<file path="config.mk">
export PLATFORM = sky130hd
export DESIGN_NAME = zpu_wb_gpio
export DESIGN_NICKNAME = d
export VERILOG_FILES = /design/src/rtl/zpu_wb_gpio.sv
export SDC_FILE = /design/constraint.sdc
export NUM_CORES = 1
export LEC_CHECK = 0
export ABC_AREA = 1
export CORE_ASPECT_RATIO = 0.9
export CORE_MARGIN = 2
export CORE_UTILIZATION = 25
export DETAILED_ROUTE_END_ITERATION = 10
export MAX_ROUTING_LAYER = met4
export PLACE_DENSITY_LB_ADDON = 0.08
export SLEW_MARGIN = 0
export SYNTH_ARGS = -nofsm -noshare
export SYNTH_HDL_FRONTEND = slang
export SYNTH_SLANG_ARGS = --single-unit
</file>
<file path="constraint.sdc">
create_clock -name clk -period 3.6 [get_ports clk]
set_input_delay 0.72 -clock clk [delete_from_list [all_inputs] [get_ports clk]]
set_output_delay 0.72 -clock clk [all_outputs]
set_load 0.005 [all_outputs]
</file>
<file path="src/rtl/zpu_wb_gpio.sv">
// Wishbone pipelined-mode GPIO slave: data/direction registers, synchronised pads,
// per-pin edge interrupts with polarity select, and programmable ack wait states.
module zpu_wb_gpio #(
  parameter int GPIO_WIDTH  = 32,
  parameter int WAIT_STATES = 0,
  parameter int SYNC_STAGES = 2
) (
  input  logic                  clk,
  input  logic                  rst,
  input  logic                  wb_cyc,
  input  logic                  wb_stb,
  input  logic                  wb_we,
  input  logic [31:0]           wb_adr,
  input  logic [31:0]           wb_dat_i,
  input  logic [3:0]            wb_sel,
  output logic [31:0]           wb_dat_o,
  output logic                  wb_ack,
  output logic                  wb_stall,
  input  logic [GPIO_WIDTH-1:0] gpioin,
  output logic [GPIO_WIDTH-1:0] gpioout,
  output logic [GPIO_WIDTH-1:0] gpiodir,
  output logic                  irq
);

  typedef logic [GPIO_WIDTH-1:0] gpio_t;
  typedef enum logic [1:0] {S_IDLE, S_WAIT, S_ACK} state_e;

  localparam logic [2:0] WAIT_LOAD = (WAIT_STATES > 0) ? 3'(WAIT_STATES - 1) : 3'd0;
  localparam logic [2:0] A_DIN  = 3'd0;
  localparam logic [2:0] A_OUT  = 3'd1;
  localparam logic [2:0] A_DIR  = 3'd2;
  localparam logic [2:0] A_EN   = 3'd3;
  localparam logic [2:0] A_POL  = 3'd4;
  localparam logic [2:0] A_STAT = 3'd5;

  function automatic gpio_t merge_lanes(input gpio_t old, input logic [31:0] data,
                                        input logic [3:0] sel);
    logic [31:0] mask;
    mask = {{8{sel[3]}}, {8{sel[2]}}, {8{sel[1]}}, {8{sel[0]}}};
    return (old & ~mask[GPIO_WIDTH-1:0]) | (data[GPIO_WIDTH-1:0] & mask[GPIO_WIDTH-1:0]);
  endfunction

  state_e      state_q, state_d;
  logic [2:0]  cnt_q, cnt_d;
  logic [2:0]  adr_q;
  logic        we_q;
  logic [31:0] dat_q;
  logic [3:0]  sel_q;
  logic        ack_q, stall_q, irq_q;
  logic [31:0] dat_o_q;

  gpio_t out_q, out_d, dir_q, dir_d, en_q, en_d, pol_q, pol_d, stat_q, stat_d;
  gpio_t sync_q [SYNC_STAGES];
  gpio_t hist_q;
  gpio_t din, edge_set, clr;

  logic        commit, wr;
  logic [2:0]  cur_adr;
  logic        cur_we;
  logic [31:0] cur_dat, rdata, rdata_d;
  logic [3:0]  cur_sel;

  // Only the word offset is decoded; the remaining address bits are don't-care.
  logic unused_adr;
  assign unused_adr = ^{wb_adr[31:5], wb_adr[1:0]};

  // With zero wait states the commit happens on the accepting edge, so the live bus
  // fields must be used instead of the not-yet-latched copies.
  always_comb begin
    if (state_q == S_IDLE) begin
      cur_adr = wb_adr[4:2];
      cur_we  = wb_we;
      cur_dat = wb_dat_i;
      cur_sel = wb_sel;
    end else begin
      cur_adr = adr_q;
      cur_we  = we_q;
      cur_dat = dat_q;
      cur_sel = sel_q;
    end
  end

  // NOTE: every signal driven here gets a default first so no latch is inferred.
  always_comb begin
    state_d = state_q;
    cnt_d   = cnt_q;
    commit  = 1'b0;
    case (state_q)
      S_IDLE: begin
        if (wb_cyc && wb_stb) begin
          if (WAIT_STATES > 0) begin
            state_d = S_WAIT;
            cnt_d   = WAIT_LOAD;
          end else begin
            state_d = S_ACK;
            commit  = 1'b1;
          end
        end
      end
      S_WAIT: begin
        if (!wb_cyc) begin
          state_d = S_IDLE;
        end else if (cnt_q == 3'd0) begin
          state_d = S_ACK;
          commit  = 1'b1;
        end else begin
          cnt_d = cnt_q - 3'd1;
        end
      end
      S_ACK:   state_d = S_IDLE;
      default: state_d = S_IDLE;
    endcase
  end

  assign din      = sync_q[SYNC_STAGES-1];
  assign edge_set = (din & ~hist_q & pol_q) | (~din & hist_q & ~pol_q);
  assign wr       = commit && cur_we;

  always_comb begin
    out_d = out_q;
    dir_d = dir_q;
    en_d  = en_q;
    pol_d = pol_q;
    clr   = '0;
    if (wr) begin
      case (cur_adr)
        A_OUT:   out_d = merge_lanes(out_q, cur_dat, cur_sel);
        A_DIR:   dir_d = merge_lanes(dir_q, cur_dat, cur_sel);
        A_EN:    en_d  = merge_lanes(en_q, cur_dat, cur_sel);
        A_POL:   pol_d = merge_lanes(pol_q, cur_dat, cur_sel);
        A_STAT:  clr   = merge_lanes('0, cur_dat, cur_sel);
        default: ;
      endcase
    end
    // A fresh edge in the same cycle as a write-1-to-clear keeps the bit set.
    stat_d = (stat_q & ~clr) | edge_set;
  end

  always_comb begin
    case (cur_adr)
      A_DIN:   rdata = 32'(din);
      A_OUT:   rdata = 32'(out_q);
      A_DIR:   rdata = 32'(dir_q);
      A_EN:    rdata = 32'(en_q);
      A_POL:   rdata = 32'(pol_q);
      A_STAT:  rdata = 32'(stat_q);
      default: rdata = 32'd0;
    endcase
    rdata_d = cur_we ? 32'd0 : rdata;
  end

  // NOTE: sequential state uses non-blocking assignments so every flop samples
  // pre-edge values regardless of statement order.
  always_ff @(posedge clk or negedge rst) begin
    if (!rst) begin
      state_q <= S_IDLE;
      cnt_q   <= 3'd0;
      adr_q   <= 3'd0;
      we_q    <= 1'b0;
      dat_q   <= 32'd0;
      sel_q   <= 4'd0;
      ack_q   <= 1'b0;
      stall_q <= 1'b0;
      dat_o_q <= 32'd0;
    end else begin
      state_q <= state_d;
      cnt_q   <= cnt_d;
      ack_q   <= (state_d == S_ACK);
      stall_q <= (state_d != S_IDLE);
      if (state_q == S_IDLE && wb_cyc && wb_stb) begin
        adr_q <= wb_adr[4:2];
        we_q  <= wb_we;
        dat_q <= wb_dat_i;
        sel_q <= wb_sel;
      end
      if (commit) dat_o_q <= rdata_d;
    end
  end

  always_ff @(posedge clk or negedge rst) begin
    if (!rst) begin
      out_q  <= '0;
      dir_q  <= '0;
      en_q   <= '0;
      pol_q  <= '0;
      stat_q <= '0;
      irq_q  <= 1'b0;
    end else begin
      out_q  <= out_d;
      dir_q  <= dir_d;
      en_q   <= en_d;
      pol_q  <= pol_d;
      stat_q <= stat_d;
      irq_q  <= |(stat_q & en_q);
    end
  end

  // NOTE: the synchroniser and edge history are reset too, so no spurious edge is
  // seen on the first cycles after reset.
  always_ff @(posedge clk or negedge rst) begin
    if (!rst) begin
      for (int i = 0; i < SYNC_STAGES; i++) sync_q[i] <= '0;
      hist_q <= '0;
    end else begin
      sync_q[0] <= gpioin;
      for (int i = 1; i < SYNC_STAGES; i++) sync_q[i] <= sync_q[i-1];
      hist_q <= din;
    end
  end

  assign wb_dat_o = dat_o_q;
  assign wb_ack   = ack_q;
  assign wb_stall = stall_q;
  assign gpioout  = out_q;
  assign gpiodir  = dir_q;
  assign irq      = irq_q;

endmodule

</file>
### After elaboration in Yosys (flattened, before gate mapping)

Index checks and enable logic that the tools add are counted.

| storage, ports and cells | value |
|---|---|
| register bits after elaboration | 336 |
| bits of input ports | 105 |
| output and inout bits | 99 |
| word-level logic and storage cells | 79 |

| cells by class | value |
|---|---|
| add/subtract/negate cells | 1 |
| reduce and logical (&&, ||, !) cells | 14 |
| mux-type cells | 16 |
| bitwise logic cells | 23 |
| eq/ne operators | 7 |

Operators by type and width:

| cell | number |
|---|---|
| $and A32 B32 Y32 | 11 |
| $or A32 B32 Y32 | 6 |
| $pmux W32 S6 | 1 |
| $not A32 Y32 | 5 |
| $mux W32 | 4 |
| $reduce_or A32 Y1 | 1 |
| $reduce_and A2 Y1 | 4 |
| $eq A3 B2 Y1 const B | 2 |
| $eq A3 B3 Y1 const B | 2 |
| $logic_not A3 Y1 | 2 |
| $mux W2 | 3 |
| $logic_and A1 B1 Y1 | 4 |
| $mux W1 | 4 |
| $mux W4 | 1 |
| $pmux W2 S2 | 1 |
| $eq A3 B1 Y1 const B | 1 |
| $mux W3 | 1 |
| $reduce_and A3 Y1 | 1 |
| $sub A3 B1 Y3 const B | 1 |
| $eq A2 B1 Y1 const B | 1 |
| $eq A2 B2 Y1 const B | 1 |
| $logic_not A2 Y1 | 1 |
| $pmux W1 S2 | 1 |
| $reduce_bool A2 Y1 | 1 |
| $not A1 Y1 | 1 |

### Depth between registers and ports, before layout

| logic depth | value |
|---|---|
| depth after elaboration | 9 |
| depth in mapped cells | 12 |
| gate-level depth less buffers | 11 |

### Least setup slack after synthesis

No wires, ideal clock.

| timing | value |
|---|---|
| path type | input port to flip-flop |
| start point | input wb_cyc |
| end point | register (tool-made name) |
| arrival | 1873 ps |
| data required time | 3479 ps |
| setup slack | 1606 ps |
| library setup time | 121 ps |
| path buffers | 2 |
| cell stages on the path | 8 |
| cell sequence | nand3_1 -> o21ai_4 -> nand2_4 -> or2_1 -> buf_4 -> buf_6 -> o21ai_1 -> nand2_1 |

RTL lines:

| element | RTL line | RTL |
|---|---|---|
| from (decl) | 10 | `input logic wb_cyc,` |

### Worst setup path in the final report

| timing | value |
|---|---|
| start point | register state_q[1] |
| end point | register dat_o_q[4] (netlist: wb_dat_o[4]) |

| between the ends | value |
|---|---|
| cells in the longest elaborated chain, start to end | 5 |
| elaborated cells on any way between the ends | 13 |
| classes of those cells | eq/ne: 6; mux: 5; reduce/logical: 2 |

RTL lines:

| element | RTL line | RTL |
|---|---|---|
| from (decl) | 43 | `state_e state_q, state_d;` |
| from (signal assigned) | 166 | `state_q <= state_d;` |
| $logic_not A2 Y1 | 70, 88 |  |
| $mux W3 | 70 | `if (state_q == S_IDLE) begin` |
| $eq A3 B3 Y1 (tied with other cells) | 140 | `case (cur_adr)` |
| $pmux W32 S6 | 140 |  |
| $mux W32 | 149 | `rdata_d = cur_we ? 32'd0 : rdata;` |
| to (signal assigned) | 176 | `if (commit) dat_o_q <= rdata_d;` |
| to (decl) | 50 | `logic [31:0] dat_o_q;` |

Parallel ways exist; a longest one is shown, timed or not.
A chain may end at the register's enable or synchronous reset.

==> impl_results.md <==
* CTS buffer count at 41
* TNS Setup at 0 ns
* Worst skew pair latency at 0.56 ns
* Count leader, synth: nand2_1
* Fin Hold WS at roughly 0.16 ns
* Area leader, netlist: dfrtp_1
* Via/cell ratio at roughly 4.5
* Crit path DAT at approximately 3.1 ns
* Clk_skew at around 0.017 ns
* Post_cts resized at 0
* EDFF count, synth at 0
* Critical Path RT at just over 4 ns
* Outcome: completed
* Drt wl/cell at ~18 um
* Worst-path clk slew at roughly 0.05 ns
* Post-layout util at roughly a third
* Worst Setup End Kind: flip-flop
* Port buffer count at 174
* Ys Warns at 0
* Max-cap violations at 0
* Asr flop ratio synth at between 90% and 100%
* CTS max path bufs at 3
* Remaining Overflow, GRT at 0
* CTS tree: built
* Die height at about 240 um
* Startpoint types: flip-flop
* Drt first pass iters at 7
* Peak VDD IR at 0.266 mV
* Cells taking the most area after synthesis: dfrtp_1 56%, nand2_1 13%, nand4_1 4.6%
* Initial core utilization at about a quarter
* Setup CP Type: flip-flop to flip-flop
* Number of hold violations in the final report at 0
* Actual slew at the worst max-slew pin at between 0.9 and 1 ns
* Die ar. at roughly 0.062 mm^2
* H-tree levels at 2
* CTS Root Cell: clkbuf_16
* CORE AREA at 0.0598 mm^2
* # IOs at between 200 and 250
* Fraction of layout cells with a size suffix above 1 at 7.01%
* Final RePlAce weighted congestion at 0.768
* Number of DRC markers in iteration 0 at approximately 810
* Initial antenna violation count at 0
* Number of synthesized register bits at roughly 340
* Mapped Cells at between 1.5k and 2k
* Cell area after synthesis at 0.0151 mm^2
* Detailed-route DRC error count at 0
* Tot Pwr at about 10 mW
* DRT antenna net count at 0
* Final nets at about 2.1k
* Avg Inst Size Synth at ~8.4 um^2
* Top_reg_cell synth: dfrtp_1
* Chip Width at roughly 260 um
* CTS Hold Bufs at 0
* Final period util at 73.3%
* Sequential fraction of the synthesis area at 55.8%
* Final Setup Violations at 0
* Hpwl dp at around 35000 um
* Number of global-route vias before repair at approximately 13k
* Tot GR Track Use at between 15 and 20%
* Vias post-DR at around 12k
* Tmin final at between 2 and 3 ns
* # clock sinks at 336
* Yosys top cell area share at between 50 and 60%
* Pin count of the biggest net entering global routing at 85
* Critical path fanouts, max at 46
* First-pass GRT wire length at approximately 80000 um
* Slew HR at a little over a third
* Row Count at 85
* Cell Pwr Density at about 550 mW/mm^2
* Leak at a little over 9 nW
* Drt total wl at between 50000 and 60000 um
* FMAX at around 0.38 GHz
* Distinct cell type count after synthesis at 32
* Syn_nets at 1900
* RSZ-0062 raised after global routing: false
* Post CTS Setup Buffer Count at 0
* Max Slew Vio Count at 0
* Worst min path class: input pin to asynchronous set/reset pin
* Top cells by count, synth: 530 x nand2_1, 336 x dfrtp_1, 181 x inv_1
* Area grow syn2layout at 25.8%
==> kinds of logic (layout without fill, tap and decap cells) <==
group                    count (synthesis)  count (layout)  synth area share [%]
other                                    0               1                     0
multiplexers                             1               1                0.0747
XOR/XNOR                                 2               2                 0.116
adder cells (fa/ha/maj)                  2               2                 0.166
buffers and inverters                  272             463                  7.64
AO/OA/AOI/OAI                          243             243                  8.74
AND/OR/NAND/NOR                        937             937                  27.5
flip-flops                             336             336                  55.8
==> path summary, 6_finish.rpt <==
kind | startpoint | end | slack [ns] | depth (start not counted)
min reg2reg | sync_q[53] | din[21] | 0.34 | 0
min | rst | wb_ack | 0.16 | 1
min in group clk | sync_q[53] | din[21] | 0.34 | 0
max reg2reg | state_q[1] | wb_dat_o[4] | 0.96 | 11
max in group asynchronous | rst | wb_dat_o[18] | 2.52 | 2
max | state_q[1] | wb_dat_o[4] | 0.96 | 11
==> routing by layer <==
metal	vias to the layer above	wire length [um]	track usage, %
li1	6100	-	-
met1	5964	24500	23.3
met2	264	23200	26.4
met3	74	2230	2.58
met4	0	1030	4.38
met5	-	0	-
==> metrics by stage <==
stage               area [um^2]  cells  setup WS (ns)
floorplan                 15100   1793           1.61
detailed placement        17700   2694          0.466
CTS                       19000   2767          0.897
global placement          17700   2694          0.492
global route              19000   2767          0.740
finish                    19000   2768          0.961
==> power by group <==
part           internal, mW  switching, mW  leakage (nW)
Clock                  2.31           1.70         0.641
Combinational         0.783           1.04          4.55
Sequential             4.26          0.363          3.94
==> worst max-delay path, stage by stage, from the launching register on <==
cell	delay (ns)
dfrtp_1	0.42
nor2_4	0.39
nand2_1	0.12
nand2_2	0.17
buf_4	0.29
buf_4	0.49
nand4_1	0.19
nand2_1	0.10
nor2_1	0.06
nand2_1	0.14
nand2_1	0.07
nand2_1	0.06
==> final cells by class <==
type,count,area (um^2)
diodes,1,2.50
well taps,783,980
clock buffers,59,1200
fillers,6274,40800
repair buffers,207,2070
clock inverters,14,85.1
flip-flops and latches,336,8410
inverters,183,687
multi-input cells,1185,5550
==> placed cells by master, fill, tap and decap left out, types with 3 or more instances in the layout <==
cell type	instances
clkbuf_1	10
nand2_2	10
clkinv_4	3
nand3_1	92
nor2_1	170
o21ai_1	71
clkinv_2	10
inv_1	181
nor2_4	15
clkbuf_16	43
nand2_1	526
o21a_1	32
a21oi_1	6
nand4_1	111
clkbuf_8	6
o21ai_0	130
nor2_8	4
dfrtp_1	336
buf_12	6
clkdlybuf4s50_1	173
buf_4	27
Note: power is estimated with default switching activity, not from simulation.
